## src/rtl/keypad_alu_datapath.sv

```systemverilog
`default_nettype none
// ============================================================================
// Module   : keypad_alu_datapath
// Brief    : 4x4 keypad scanner with frame debounce, plus a 3-cycle
//            register-file ALU with registered flags. Define KALU_SAT_EN to
//            saturate ADD/SUB results.
// Revision : 1.0
// ============================================================================
module keypad_alu_datapath #(
    parameter int WIDTH    = 8,
    parameter int DEPTH    = 4,
    parameter int SCAN_DIV = 10000,
    parameter int DEBOUNCE = 3,
    localparam int ADDR_W  = $clog2(DEPTH)
) (
    input  logic              clk,
    input  logic              reset,
    input  logic [3:0]        key_rows,
    output logic [3:0]        key_cols,
    output logic              key_valid,
    output logic [3:0]        key_code,
    input  logic              cmd_valid,
    output logic              cmd_ready,
    input  logic [2:0]        cmd_op,
    input  logic [ADDR_W-1:0] cmd_src_a,
    input  logic [ADDR_W-1:0] cmd_src_b,
    input  logic [ADDR_W-1:0] cmd_dst,
    output logic              res_valid,
    output logic [WIDTH-1:0]  res_data,
    output logic [3:0]        flags
);

`ifdef KALU_SAT_EN
    localparam bit c_SAT_EN = 1'b1;
`else
    localparam bit c_SAT_EN = 1'b0;
`endif

    localparam int c_DWELL_W = $clog2(SCAN_DIV);
    localparam int c_DB_W    = $clog2(DEBOUNCE + 1);

    localparam logic [2:0] c_OP_ADD = 3'b000;
    localparam logic [2:0] c_OP_SUB = 3'b001;
    localparam logic [2:0] c_OP_AND = 3'b010;
    localparam logic [2:0] c_OP_OR  = 3'b011;
    localparam logic [2:0] c_OP_XOR = 3'b100;
    localparam logic [2:0] c_OP_SHL = 3'b101;
    localparam logic [2:0] c_OP_SHR = 3'b110;
    localparam logic [2:0] c_OP_LDK = 3'b111;

    typedef enum logic [1:0] {
        S_IDLE = 2'd0,
        S_EXEC = 2'd1,
        S_WB   = 2'd2
    } state_t;

    // ------------------------------------------------------------------------
    // Keypad scanner
    // ------------------------------------------------------------------------
    logic [c_DWELL_W-1:0] r_dwell;
    logic [1:0]           r_col_idx;
    logic [3:0]           r_key_cols;
    logic                 r_frame_hit;
    logic [3:0]           r_frame_code;
    logic                 r_prev_hit;
    logic [3:0]           r_prev_code;
    logic [c_DB_W-1:0]    r_same_cnt;
    logic                 r_held;
    logic                 r_key_valid;
    logic [3:0]           r_key_code;

    logic                 w_dwell_last;
    logic                 w_row_hit;
    logic [1:0]           w_row_idx;
    logic                 w_frame_hit;
    logic [3:0]           w_frame_code;
    logic                 w_same;
    logic [c_DB_W-1:0]    w_cnt_nxt;
    logic                 w_db_done;

    assign w_dwell_last = (r_dwell == c_DWELL_W'(SCAN_DIV - 1));
    assign w_row_hit    = |key_rows;

    always_comb begin
        w_row_idx = 2'd0;
        if (key_rows[0])      w_row_idx = 2'd0;
        else if (key_rows[1]) w_row_idx = 2'd1;
        else if (key_rows[2]) w_row_idx = 2'd2;
        else if (key_rows[3]) w_row_idx = 2'd3;
    end

    // An earlier column already seen in this frame outranks the current one.
    assign w_frame_hit  = r_frame_hit | w_row_hit;
    assign w_frame_code = r_frame_hit ? r_frame_code : {r_col_idx, w_row_idx};
    assign w_same       = (w_frame_hit == r_prev_hit) &&
                          (!w_frame_hit || (w_frame_code == r_prev_code));

    always_comb begin
        w_cnt_nxt = c_DB_W'(1);
        if (w_same) begin
            if (r_same_cnt == c_DB_W'(DEBOUNCE)) w_cnt_nxt = r_same_cnt;
            else                                 w_cnt_nxt = r_same_cnt + c_DB_W'(1);
        end
    end
    assign w_db_done = (w_cnt_nxt == c_DB_W'(DEBOUNCE));

    always_ff @(posedge clk) begin
        if (reset) begin
            r_dwell      <= '0;
            r_col_idx    <= 2'd0;
            r_key_cols   <= 4'b0001;
            r_frame_hit  <= 1'b0;
            r_frame_code <= 4'd0;
            r_prev_hit   <= 1'b0;
            r_prev_code  <= 4'd0;
            r_same_cnt   <= '0;
            r_held       <= 1'b0;
            r_key_valid  <= 1'b0;
            r_key_code   <= 4'd0;
        end else begin
            r_key_valid <= 1'b0;
            if (w_dwell_last) begin
                r_dwell    <= '0;
                r_key_cols <= {r_key_cols[2:0], r_key_cols[3]};
                r_col_idx  <= r_col_idx + 2'd1;
                if (r_col_idx == 2'd3) begin
                    r_frame_hit <= 1'b0;
                    r_prev_hit  <= w_frame_hit;
                    r_prev_code <= w_frame_code;
                    r_same_cnt  <= w_cnt_nxt;
                    if (w_db_done) begin
                        if (!r_held && w_frame_hit) begin
                            r_held      <= 1'b1;
                            r_key_valid <= 1'b1;
                            r_key_code  <= w_frame_code;
                        end else if (r_held && !w_frame_hit) begin
                            r_held <= 1'b0;
                        end
                    end
                end else if (!r_frame_hit && w_row_hit) begin
                    r_frame_hit  <= 1'b1;
                    r_frame_code <= {r_col_idx, w_row_idx};
                end
            end else begin
                r_dwell <= r_dwell + c_DWELL_W'(1);
            end
        end
    end

    // ------------------------------------------------------------------------
    // Command FSM, register file and ALU
    // ------------------------------------------------------------------------
    state_t              r_state;
    logic                r_cmd_ready;
    logic                r_res_valid;
    logic [WIDTH-1:0]    r_res_data;
    logic [3:0]          r_flags;
    logic [2:0]          r_op;
    logic [ADDR_W-1:0]   r_dst;
    logic [WIDTH-1:0]    r_a;
    logic [WIDTH-1:0]    r_b;
    logic [3:0]          r_key_snap;
    logic [WIDTH-1:0]    r_regs [DEPTH];

    logic [WIDTH:0]      w_sum;
    logic [WIDTH:0]      w_diff;
    logic [WIDTH-1:0]    w_result;
    logic                w_c;
    logic                w_v;
    logic [3:0]          w_flags;

    assign w_sum  = {1'b0, r_a} + {1'b0, r_b};
    assign w_diff = {1'b0, r_a} - {1'b0, r_b};

    always_comb begin
        w_result = '0;
        w_c      = 1'b0;
        w_v      = 1'b0;
        case (r_op)
            c_OP_ADD: begin
                w_result = w_sum[WIDTH-1:0];
                w_c      = w_sum[WIDTH];
                w_v      = (r_a[WIDTH-1] == r_b[WIDTH-1]) && (w_sum[WIDTH-1] != r_a[WIDTH-1]);
                if (c_SAT_EN && w_sum[WIDTH]) w_result = '1;
            end
            c_OP_SUB: begin
                w_result = w_diff[WIDTH-1:0];
                w_c      = w_diff[WIDTH];
                w_v      = (r_a[WIDTH-1] != r_b[WIDTH-1]) && (w_diff[WIDTH-1] != r_a[WIDTH-1]);
                if (c_SAT_EN && w_diff[WIDTH]) w_result = '0;
            end
            c_OP_AND: w_result = r_a & r_b;
            c_OP_OR:  w_result = r_a | r_b;
            c_OP_XOR: w_result = r_a ^ r_b;
            c_OP_SHL: begin
                w_result = {r_a[WIDTH-2:0], 1'b0};
                w_c      = r_a[WIDTH-1];
            end
            c_OP_SHR: begin
                w_result = {1'b0, r_a[WIDTH-1:1]};
                w_c      = r_a[0];
            end
            c_OP_LDK: w_result = WIDTH'(r_key_snap);
            default:  w_result = '0;
        endcase
    end

    assign w_flags = {(w_result == '0), w_result[WIDTH-1], w_c, w_v};

    // Operands are captured at accept, so src == dst write-back is harmless.
    always_ff @(posedge clk) begin
        if (reset) begin
            r_state     <= S_IDLE;
            r_cmd_ready <= 1'b1;
            r_res_valid <= 1'b0;
            r_res_data  <= '0;
            r_flags     <= 4'd0;
            r_op        <= 3'd0;
            r_dst       <= '0;
            r_a         <= '0;
            r_b         <= '0;
            r_key_snap  <= 4'd0;
            for (int i = 0; i < DEPTH; i++) r_regs[i] <= '0;
        end else begin
            r_res_valid <= 1'b0;
            case (r_state)
                S_IDLE: begin
                    if (cmd_valid && r_cmd_ready) begin
                        r_op        <= cmd_op;
                        r_dst       <= cmd_dst;
                        r_a         <= r_regs[cmd_src_a];
                        r_b         <= r_regs[cmd_src_b];
                        r_key_snap  <= r_key_code;
                        r_cmd_ready <= 1'b0;
                        r_state     <= S_EXEC;
                    end
                end
                S_EXEC: begin
                    r_regs[r_dst] <= w_result;
                    r_res_data    <= w_result;
                    r_flags       <= w_flags;
                    r_res_valid   <= 1'b1;
                    r_state       <= S_WB;
                end
                S_WB: begin
                    r_cmd_ready <= 1'b1;
                    r_state     <= S_IDLE;
                end
                default: begin
                    r_cmd_ready <= 1'b1;
                    r_state     <= S_IDLE;
                end
            endcase
        end
    end

    assign key_cols  = r_key_cols;
    assign key_valid = r_key_valid;
    assign key_code  = r_key_code;
    assign cmd_ready = r_cmd_ready;
    assign res_valid = r_res_valid;
    assign res_data  = r_res_data;
    assign flags     = r_flags;

endmodule
`default_nettype wire

```

## config.mk

```make
export PLATFORM = sky130hd
export DESIGN_NAME = keypad_alu_datapath
export DESIGN_NICKNAME = d
export VERILOG_FILES = /design/src/rtl/keypad_alu_datapath.sv
export SDC_FILE = /design/constraint.sdc
export NUM_CORES = 1
export LEC_CHECK = 0
export ABC_CLOCK_PERIOD_IN_PS = 2400
export BUFFER_PORTS_ARGS = -buffer_cell sky130_fd_sc_hd__buf_2
export CAP_MARGIN = 15
export CELL_PAD_IN_SITES_DETAIL_PLACEMENT = 0
export CELL_PAD_IN_SITES_GLOBAL_PLACEMENT = 1
export CORE_MARGIN = 2
export CORE_UTILIZATION = 43
export CTS_BUF_LIST = sky130_fd_sc_hd__clkbuf_16
export DETAILED_ROUTE_END_ITERATION = 10
export GPL_TIMING_DRIVEN = 1
export PLACE_DENSITY_LB_ADDON = 0.1
export SETUP_SLACK_MARGIN = 0.4
export SLEW_MARGIN = 0
export SYNTH_ARGS = -nofsm -noshare
export SYNTH_HDL_FRONTEND = slang
export SYNTH_SLANG_ARGS = --single-unit
```

## constraint.sdc

```tcl
create_clock -name clk -period 2.4 [get_ports clk]
set_clock_uncertainty 0.2 [all_clocks]
set_input_delay 0.36 -clock clk [delete_from_list [all_inputs] [get_ports clk]]
set_output_delay 0.36 -clock clk [all_outputs]
set_load 0.05 [all_outputs]
```

Word-level counts from Yosys, hierarchy flattened --
Memory sizes are Yosys's and may differ from the RTL's. A register that Yosys moved wholly into a read port is not among the register bits. Cells that the tools add are included.
Storage, ports and cells: register bits 63, word-level logic and storage cells 106, memory bits (writable) 32, input bits 16, memories 1, output and inout bits 23
Memory list:
- r_regs | words 4, width 8, read ports 2, clocked after Yosys merged registers in 2, write ports 4, line 163 | logic [WIDTH-1:0] r_regs [DEPTH];
Operators by class: $add $sub $neg 5, equal/unequal tests 19, mux-type cells 27, reductions and logical operators 27, bitwise operators 8
Operators by type and width (number):
- 8-bit case mux with 8 select lines | 1
- 2-bit two-way mux | 8
- 14-bit by 1-bit adder with 14-bit output, second input constant | 1
- 14-bit equality test, second input constant | 1
- 3-bit equality test, second input constant | 4
- 1-bit two-way mux | 12
- 8-bit by 8-bit adder with 9-bit output | 1
- 8-bit by 8-bit subtractor with 9-bit output | 1
- 8-bit bitwise AND | 1
- 8-bit zero test | 1
- 8-bit two-way mux | 1
- 8-bit bitwise OR | 1
- 2-bit AND reduction | 4
- 4-bit AND reduction | 2
- 4-bit OR reduction | 2
- 8-bit OR reduction | 1
- 8-bit bitwise XOR | 1
- 1-bit logical AND | 7
- 2-bit equality test, second input constant | 3
- 3-bit by 2-bit equality test with 1-bit output, second input constant | 2
- 2-bit by 1-bit adder with 2-bit output, second input constant | 2
- 4-bit equality test | 1
- 4-bit two-way mux | 1
- 1-bit inverter | 4
- 16 further kinds | 23

Longest topological paths before layout --
Gate-level depths: netlist of run 1.
depth after elaboration 12, mapped depth 11, depth with buffers taken out 11

Least setup slack after synthesis of run 1 --
No wires, ideal clock.
path kind register to register, start point reg r_a[3] (read register of r_regs), end point reg r_flags[3], in the netlist flags[3], path buffers 1, required time 2.083 ns, setup slack -0.260 ns, data arrival time 2.342 ns, library setup time 0.117 ns, stages on the path, launching flop included 11, period minus slack after synthesis 2.660 ns, path through dfxtp_1 > inv_1 > ha_1 > buf_2 > nor2_1 > a221o_1 > a31o_1 > a221oi_4 > mux2i_1 > nand3_1 > a32o_1
On the way: longest elaborated chain between the ends 3, elaborated cells on any way between the ends 7, classes of those cells 2 x add/sub; 1 x mux; 3 x bitwise; 1 x reduce/logical
RTL lines:
- start: declaration | line 160 | logic [WIDTH-1:0] r_a;
- 8-bit by 8-bit subtractor with 9-bit output (tied with other cells) | line 173 | assign w_diff = {1'b0, r_a} - {1'b0, r_b};
- 8-bit case mux with 8 select lines * | line 179 | case (r_op)
- 8-bit zero test * | line 208 | assign w_flags = {(w_result == '0), w_result[WIDTH-1], w_c, w_v};
- end signal: assignment | line 241 | r_flags <= w_flags;
- end: declaration | line 157 | logic [3:0] r_flags;
Mark *: on every way between the ends. The rest lies on a longest branch, timed or not. A chain may end at the register's enable or synchronous reset.

==> metrics.md, run 1 <==
| Metric | Value |
|---|---|
| Initial antenna violation count | 0 |
| Synth cell types | 74 |
| GP Congestion | 0.945 |
| Worst-margin pin slew | 0.421 ns |
| DRT iter0 DRCs | 309 |
| Met3 wire length | 672 µm |
| TritonCTS clock tree | yes |
| Total GRT Usage | 0.221 |
| Max IR drop VDD | 512 µV |
| Final setup viols | 25 |
| Top cell type's share of synthesized area | 0.258 |
| Yosys warning count | 0 |
| Largest net degree at the start of global routing | 35 |
| First-pass DRT Iterations | 6 |
| Placed cells | 903 |
| Crit Path Category | flop to flop |
| Post-Syn Instances | 646 |
| Max Slew Vio Count | 0 |
| Layout cell share with drive strength beyond 1 | 0.406 |
| Hold path start | cmd_op[1] |
| Rel. slew slack | 0.719 |
| Most common cell after layout, fill and taps aside | buf_4 |
| Diodes inserted | 0 |
| Top post-synthesis cells by area | dfxtp_1 26%, edfxtp_1 16%, mux4_2 6.3% |
| Worst hold path class | primary input to flop |
| Global-route wire length before repair | 25400 µm |
| Mapped Avg Cell Area | 9.36 µm² |
| Worst-skew pair later-pin latency | 0.36 ns |
| # DRC | 0 |
| Crit path arrival time | 2.64 ns |
| Root Buffer | clkbuf_16 |
| HPWL Detailed | 11300 µm |
| IO buf count | 38 |
| R2R Path Start | r_b[3] |
| Syn-to-layout area delta | 32.4% |
| I/O pins | 39 |
| Crit path max fanout | 4 |
| Bufs on Longest Clock Path | 2 |
| P_leak | 0.00304 µW |
| Setup crit start kind | flop |
| CTS buffer count | 9 |
| H-Tree Level Count | 3 |
| Top_reg_cell synth | dfxtp_1 |
| Met1 WL | 7690 µm |
| Die X-Extent | 123 µm |
| Post-place setup slack | -0.260 ns |
| Violated checks | negative setup slack |
| Maxcap violations | 0 |
| Fmax | 0.383 GHz |
| Setup TNS | -3.31 ns |
| Commonest non-fill, non-tap cells in the layout | 81 x buf_4, 78 x nand2_1, 72 x nor2_1 |
| Ys async rst share | 0 |
| Final nets | 808 |
| Vias per cell | 5.30 |
| Syn_nets | 691 |
| Final hold violation count | 0 |
| RSZ-0062 raised after global routing | true |
| Via count | 5020 |
| Met2 Wirelength | 7270 µm |
| Total core area | 13800 µm² |
| Worst Setup SP | r_b[3] |
| Power Dens Cells | 586 nW/µm² |
| Total global routing overflow | 0 |
| Min Tclk post-route | 2.61 ns |
| Critical path endpoint category | flop |
| Clk slew on worst S/H paths | 0.08 ns |
| Layout Utilization | 0.579 |
| Die span in y | 123 µm |
| Starting Density | 0.438 |
| Row cnt | 43 |
| Period utilization | 1.09 |
| Hold slack | 0.0267 ns |
| WL final | 15900 µm |
| Synth Register Bits | 110 |
| Clk sinks | 110 |
| Die ar. | 15000 µm² |
| Top Metal Used | met4 |
| Routed length per instance | 16.8 µm |
| Fill cell count | 1230 |
| Setup ws final | -0.210 ns |
| CTS Hold Bufs | 0 |
| Status | finished with violations |
| Most area-hungry cell type in the Yosys netlist | dfxtp_1 |
| Final non-filler cell total | 948 |
| Register area share after synthesis | 0.417 |
| Synth Cell Area | 6050 µm² |
| Number of global-route vias before repair | 4838 |
| Worst Path Required | 2.43 ns |
| Post-synth EDFFs | 32 |
| Routed Antenna Nets | 0 |
[layer usage]
metal / global-route usage / vias to the layer above
met5: 0 / -
met4: 0.0668 / 0
met3: 0.0404 / 24
met2: 0.338 / 106
met1: 0.319 / 2389
li1: - / 2501
[kinds of logic (layout without fill, tap and decap cells)]
family                     after synthesis  in the layout  synth area share
DFF                                    110            110             0.417
xor gates and xnor gates                19             19            0.0275
and+or+nand+nor                        263            263             0.211
muxes                                   37             37            0.0968
AOI/OAI and AO/OA                      121            121             0.135
buffers and inverters                   67            189            0.0503
adders and majority gates               29             29            0.0625
[registers in the layout, summed over array words and instances (netlist names), 2 cells and up]
register and cells:
res_data 7, r_op 3, r_a 8, r_regs 32, r_state 2, r_col_idx 2, r_prev_code 4, key_code 4
r_b 8, r_dwell 14, r_key_snap 4, r_frame_code 4, r_dst 2, flags 4, key_cols 4, r_same_cnt 2
[per-stage QoR]
stage	power [µW]	area [µm²]
floorplan	2660	6190
global placement	3040	7010
detailed placement	3050	7010
CTS	4600	7640
global route	4910	8010
finish	4700	8010
[critical path: stages (launching register included)]
cell,delay (ns)
dfxtp_2,0.35
inv_2,0.06
ha_4,0.27
nor2_2,0.05
a221o_1,0.31
a31o_4,0.24
a221oi_4,0.28
mux2i_2,0.31
nand3_2,0.16
buf_6,0.16
nor2_1,0.08
[synth_stat cells, types with 2 or more instances]
cell and count:
nor2_1 99, nand2_1 90, dfxtp_1 78, a21oi_1 62, edfxtp_1 32, inv_1 30, ha_1 27, mux2i_1 18
mux4_2 17, clkbuf_1 16, nand2b_1 14, nand3_1 11, xnor2_1 11, o21ai_0 8, xor2_1 8, buf_2 7
buf_4 7, nor2b_1 7, a211oi_1 6, a221o_1 6, nand4_1 6, nor3_1 6, o21bai_1 4, o221ai_1 4
and3_1 3, and4_1 3, nand3b_1 3, o22ai_1 3, a221oi_1 2, a22o_1 2, a31oi_1 2, and2b_1 2
buf_1 2, dlygate4sd1_1 2, fa_1 2, inv_2 2, mux2_2 2, nor4_1 2, nor4_4 2, o211ai_1 2
o22a_1 2, o311ai_0 2
[what timing repair did]
| item | 4_1_cts | 5_1_grt |
|---|---|---|
| endpoints found under the setup margin | 75 | 75 |
| setup buffers | 18 | 11 |
| pin swaps | 34 | 27 |
| resized for setup | 58 | 72 |
[power breakdown]
part	switching (µW)	internal (µW)	leakage, µW
Sequential	53.0	1980	0.000971
Clock	749	724	0.000133
Combinational	634	563	0.00194
[final cells by class]
cell class              count  area (µm²)  share of cell area
clock inverters             7        65.1             0.00812
multi-input cells         469        3740               0.467
flip-flops and latches    110        2550               0.318
inverters                  32         123              0.0153
repair buffers            141        1080               0.135
well taps                 180         225              0.0281
clock buffers               9         225              0.0281
[worst paths after layout]
kind / cells past startpoint / slack, ns / to
worst max-delay path: 10 / -0.21 / r_regs[0][7]
worst min register to register: 1 / 0.24 / r_dwell[0]
worst max register to register: 10 / -0.21 / r_regs[0][7]
worst min-delay path: 3 / 0.03 / r_op[1]
No activity file was read; power rests on OpenSTA's default activity.
==> run 2: changes to the inputs <==
--- a/config.mk
+++ b/config.mk
@@ -17,6 +17,7 @@
 export GPL_TIMING_DRIVEN = 1
 export PLACE_DENSITY_LB_ADDON = 0.1
 export SETUP_SLACK_MARGIN = 0.4
+export SKIP_LAST_GASP = 1
 export SLEW_MARGIN = 0
 export SYNTH_ARGS = -nofsm -noshare
 export SYNTH_HDL_FRONTEND = slang
==> metrics.md, run 2 (synthesis results as in run 1) <==
| Metric | Value |
|---|---|
| Final setup viols | 25 |
| Layout Utilization | 0.577 |
| Status | finished with violations |
| Biggest regs | r_regs: 32 flops, r_dwell: 14 flops |
| Via count | 5016 |
| Power Dens Cells | 587 nW/µm² |
| CTS buffer count | 9 |
| Setup TNS | -3.24 ns |
| Critical path endpoint category | flop |
| Total GRT Usage | 0.220 |
| Fmax | 0.384 GHz |
| Diodes inserted | 0 |
| Starting Density | 0.438 |
| Bufs on Longest Clock Path | 2 |
| CP top delay family | compound AO/OA/AOI/OAI gates |
| WL final | 15900 µm |
| H-Tree Level Count | 3 |
| Max IR drop VDD | 512 µV |
| Bufs and invs on worst path | 2 |
| Worst Setup SP | r_b[3] |
| Final hold violation count | 0 |
| Syn-to-layout area delta | 32.0% |
| Root Buffer | clkbuf_16 |
| Clk slew on worst S/H paths | 0.08 ns |
| Crit path arrival time | 2.63 ns |
| Crit path max fanout | 4 |
| HPWL Detailed | 11300 µm |
| GP Congestion | 0.945 |
| Period utilization | 1.09 |
| Total core area | 13800 µm² |
| IO buf count | 38 |
| Most common cell after layout, fill and taps aside | buf_4 |
| Worst R2R Setup Slack | -0.21 ns |
| Maxcap violations | 0 |
| TritonCTS clock tree | yes |
| Violated checks | negative setup slack |
| Largest net degree at the start of global routing | 35 |
| Die ar. | 15000 µm² |
| I/O pins | 39 |
| Routed Antenna Nets | 0 |
| Largest reg by FF count | r_regs |
| Final nets | 808 |
| Critical path, cell by cell | inv_2 -> ha_4 -> nor2_2 -> a221o_1 -> a31o_4 -> a221oi_4 -> mux2i_2 -> nand3_2 -> buf_6 -> nor2_1 |
| Worst-skew pair later-pin latency | 0.36 ns |
| DRT iter0 DRCs | 336 |
| Global-route wire length before repair | 25300 µm |
| Crit Path Category | flop to flop |
| Crit-path max cell delay | 0.35 ns |
| Worst hold path class | primary input to flop |
| Critical Path Slowest Stage Cell | dfxtp_2 |
| Vias per cell | 5.29 |
| Largest register FFs | 32 |
| Min Tclk post-route | 2.61 ns |
| Worst Path Required | 2.43 ns |
| Layout cell share with drive strength beyond 1 | 0.398 |
| Commonest non-fill, non-tap cells in the layout | 80 x buf_4, 79 x nand2_1, 74 x nor2_1 |
| Row cnt | 43 |
| Worst-margin pin slew | 0.425 ns |
| Rel. slew slack | 0.717 |
| Number of global-route vias before repair | 4816 |
| Setup crit start kind | flop |
| Initial antenna violation count | 0 |
| Die span in y | 123 µm |
| RSZ-0062 raised after global routing | true |
| Total global routing overflow | 0 |
| P_leak | 0.00304 µW |
| First-pass DRT Iterations | 4 |
| R2R Path Start | r_b[3] |
| Clk sinks | 110 |
| # DRC | 0 |
| Hold path start | cmd_op[1] |
| Routed length per instance | 16.7 µm |
| Setup ws final | -0.207 ns |
| Die X-Extent | 123 µm |
| Max Slew Vio Count | 0 |
==> run 2: timing repair <==
item	CTS	global route
hold buffers	0	0
cloned	0	0
pin swaps	30	27
endpoints found under the setup margin	75	75
buffers inserted	18	11
endpoints found under the hold margin	0	0
gates resized for setup	50	72
==> run 2: power breakdown <==
group          internal, µW  switching, µW  leakage [µW]
Combinational           557            626       0.00194
Sequential             1980           52.8      0.000970
Clock                   724            749      0.000133
==> run 2: layer usage <==
layer | vias up | wire (µm) | global-route usage
li1 | 2503 | - | -
met1 | 2409 | 7770 | 0.319
met2 | 82 | 7280 | 0.334
met3 | 22 | 584 | 0.0404
met4 | 0 | 235 | 0.0668
met5 | - | 0 | 0
==> run 2: through the flow <==
stage          cell area (µm²)  instances  setup slack (ns)  hold slack, ns  total power (µW)
2_1_floorplan             6190        646            -0.157           0.230              2660
3_3_place_gp              7010        903            -0.209           0.241              3040
3_5_place_dp              7010        903            -0.260           0.248              3050
4_1_cts                   7610        937            -0.172          0.0167              4600
5_1_grt                   7980        948            -0.284          0.0295              4900
6_report                  7980        948            -0.207          0.0276              4680
==> run 2: worst register-to-register path, cell delays in order (launching register included) <==
cell      delay [ns]
dfxtp_2         0.35
inv_2           0.06
ha_4            0.27
nor2_2          0.05
a221o_1         0.32
a31o_4          0.24
a221oi_4        0.29
mux2i_2         0.30
nand3_2         0.16
buf_6           0.16
nor2_1          0.08
==> run 2: path summary, 6_finish.rpt <==
check                                    end  cells after the start
worst min register to register      flags[0]                      2
worst max-delay path            r_regs[0][7]                     10
worst max register to register  r_regs[0][7]                     10
worst min-delay path                 r_op[1]                      3
==> run 2: layout make-up <==
cell class              count  area [µm²]
fillers                  1240        5840
multi-input cells         469        3710
flip-flops and latches    110        2550
repair buffers            141        1080
clock buffers               9         225
well taps                 180         225
inverters                  32         123
clock inverters             7        65.1
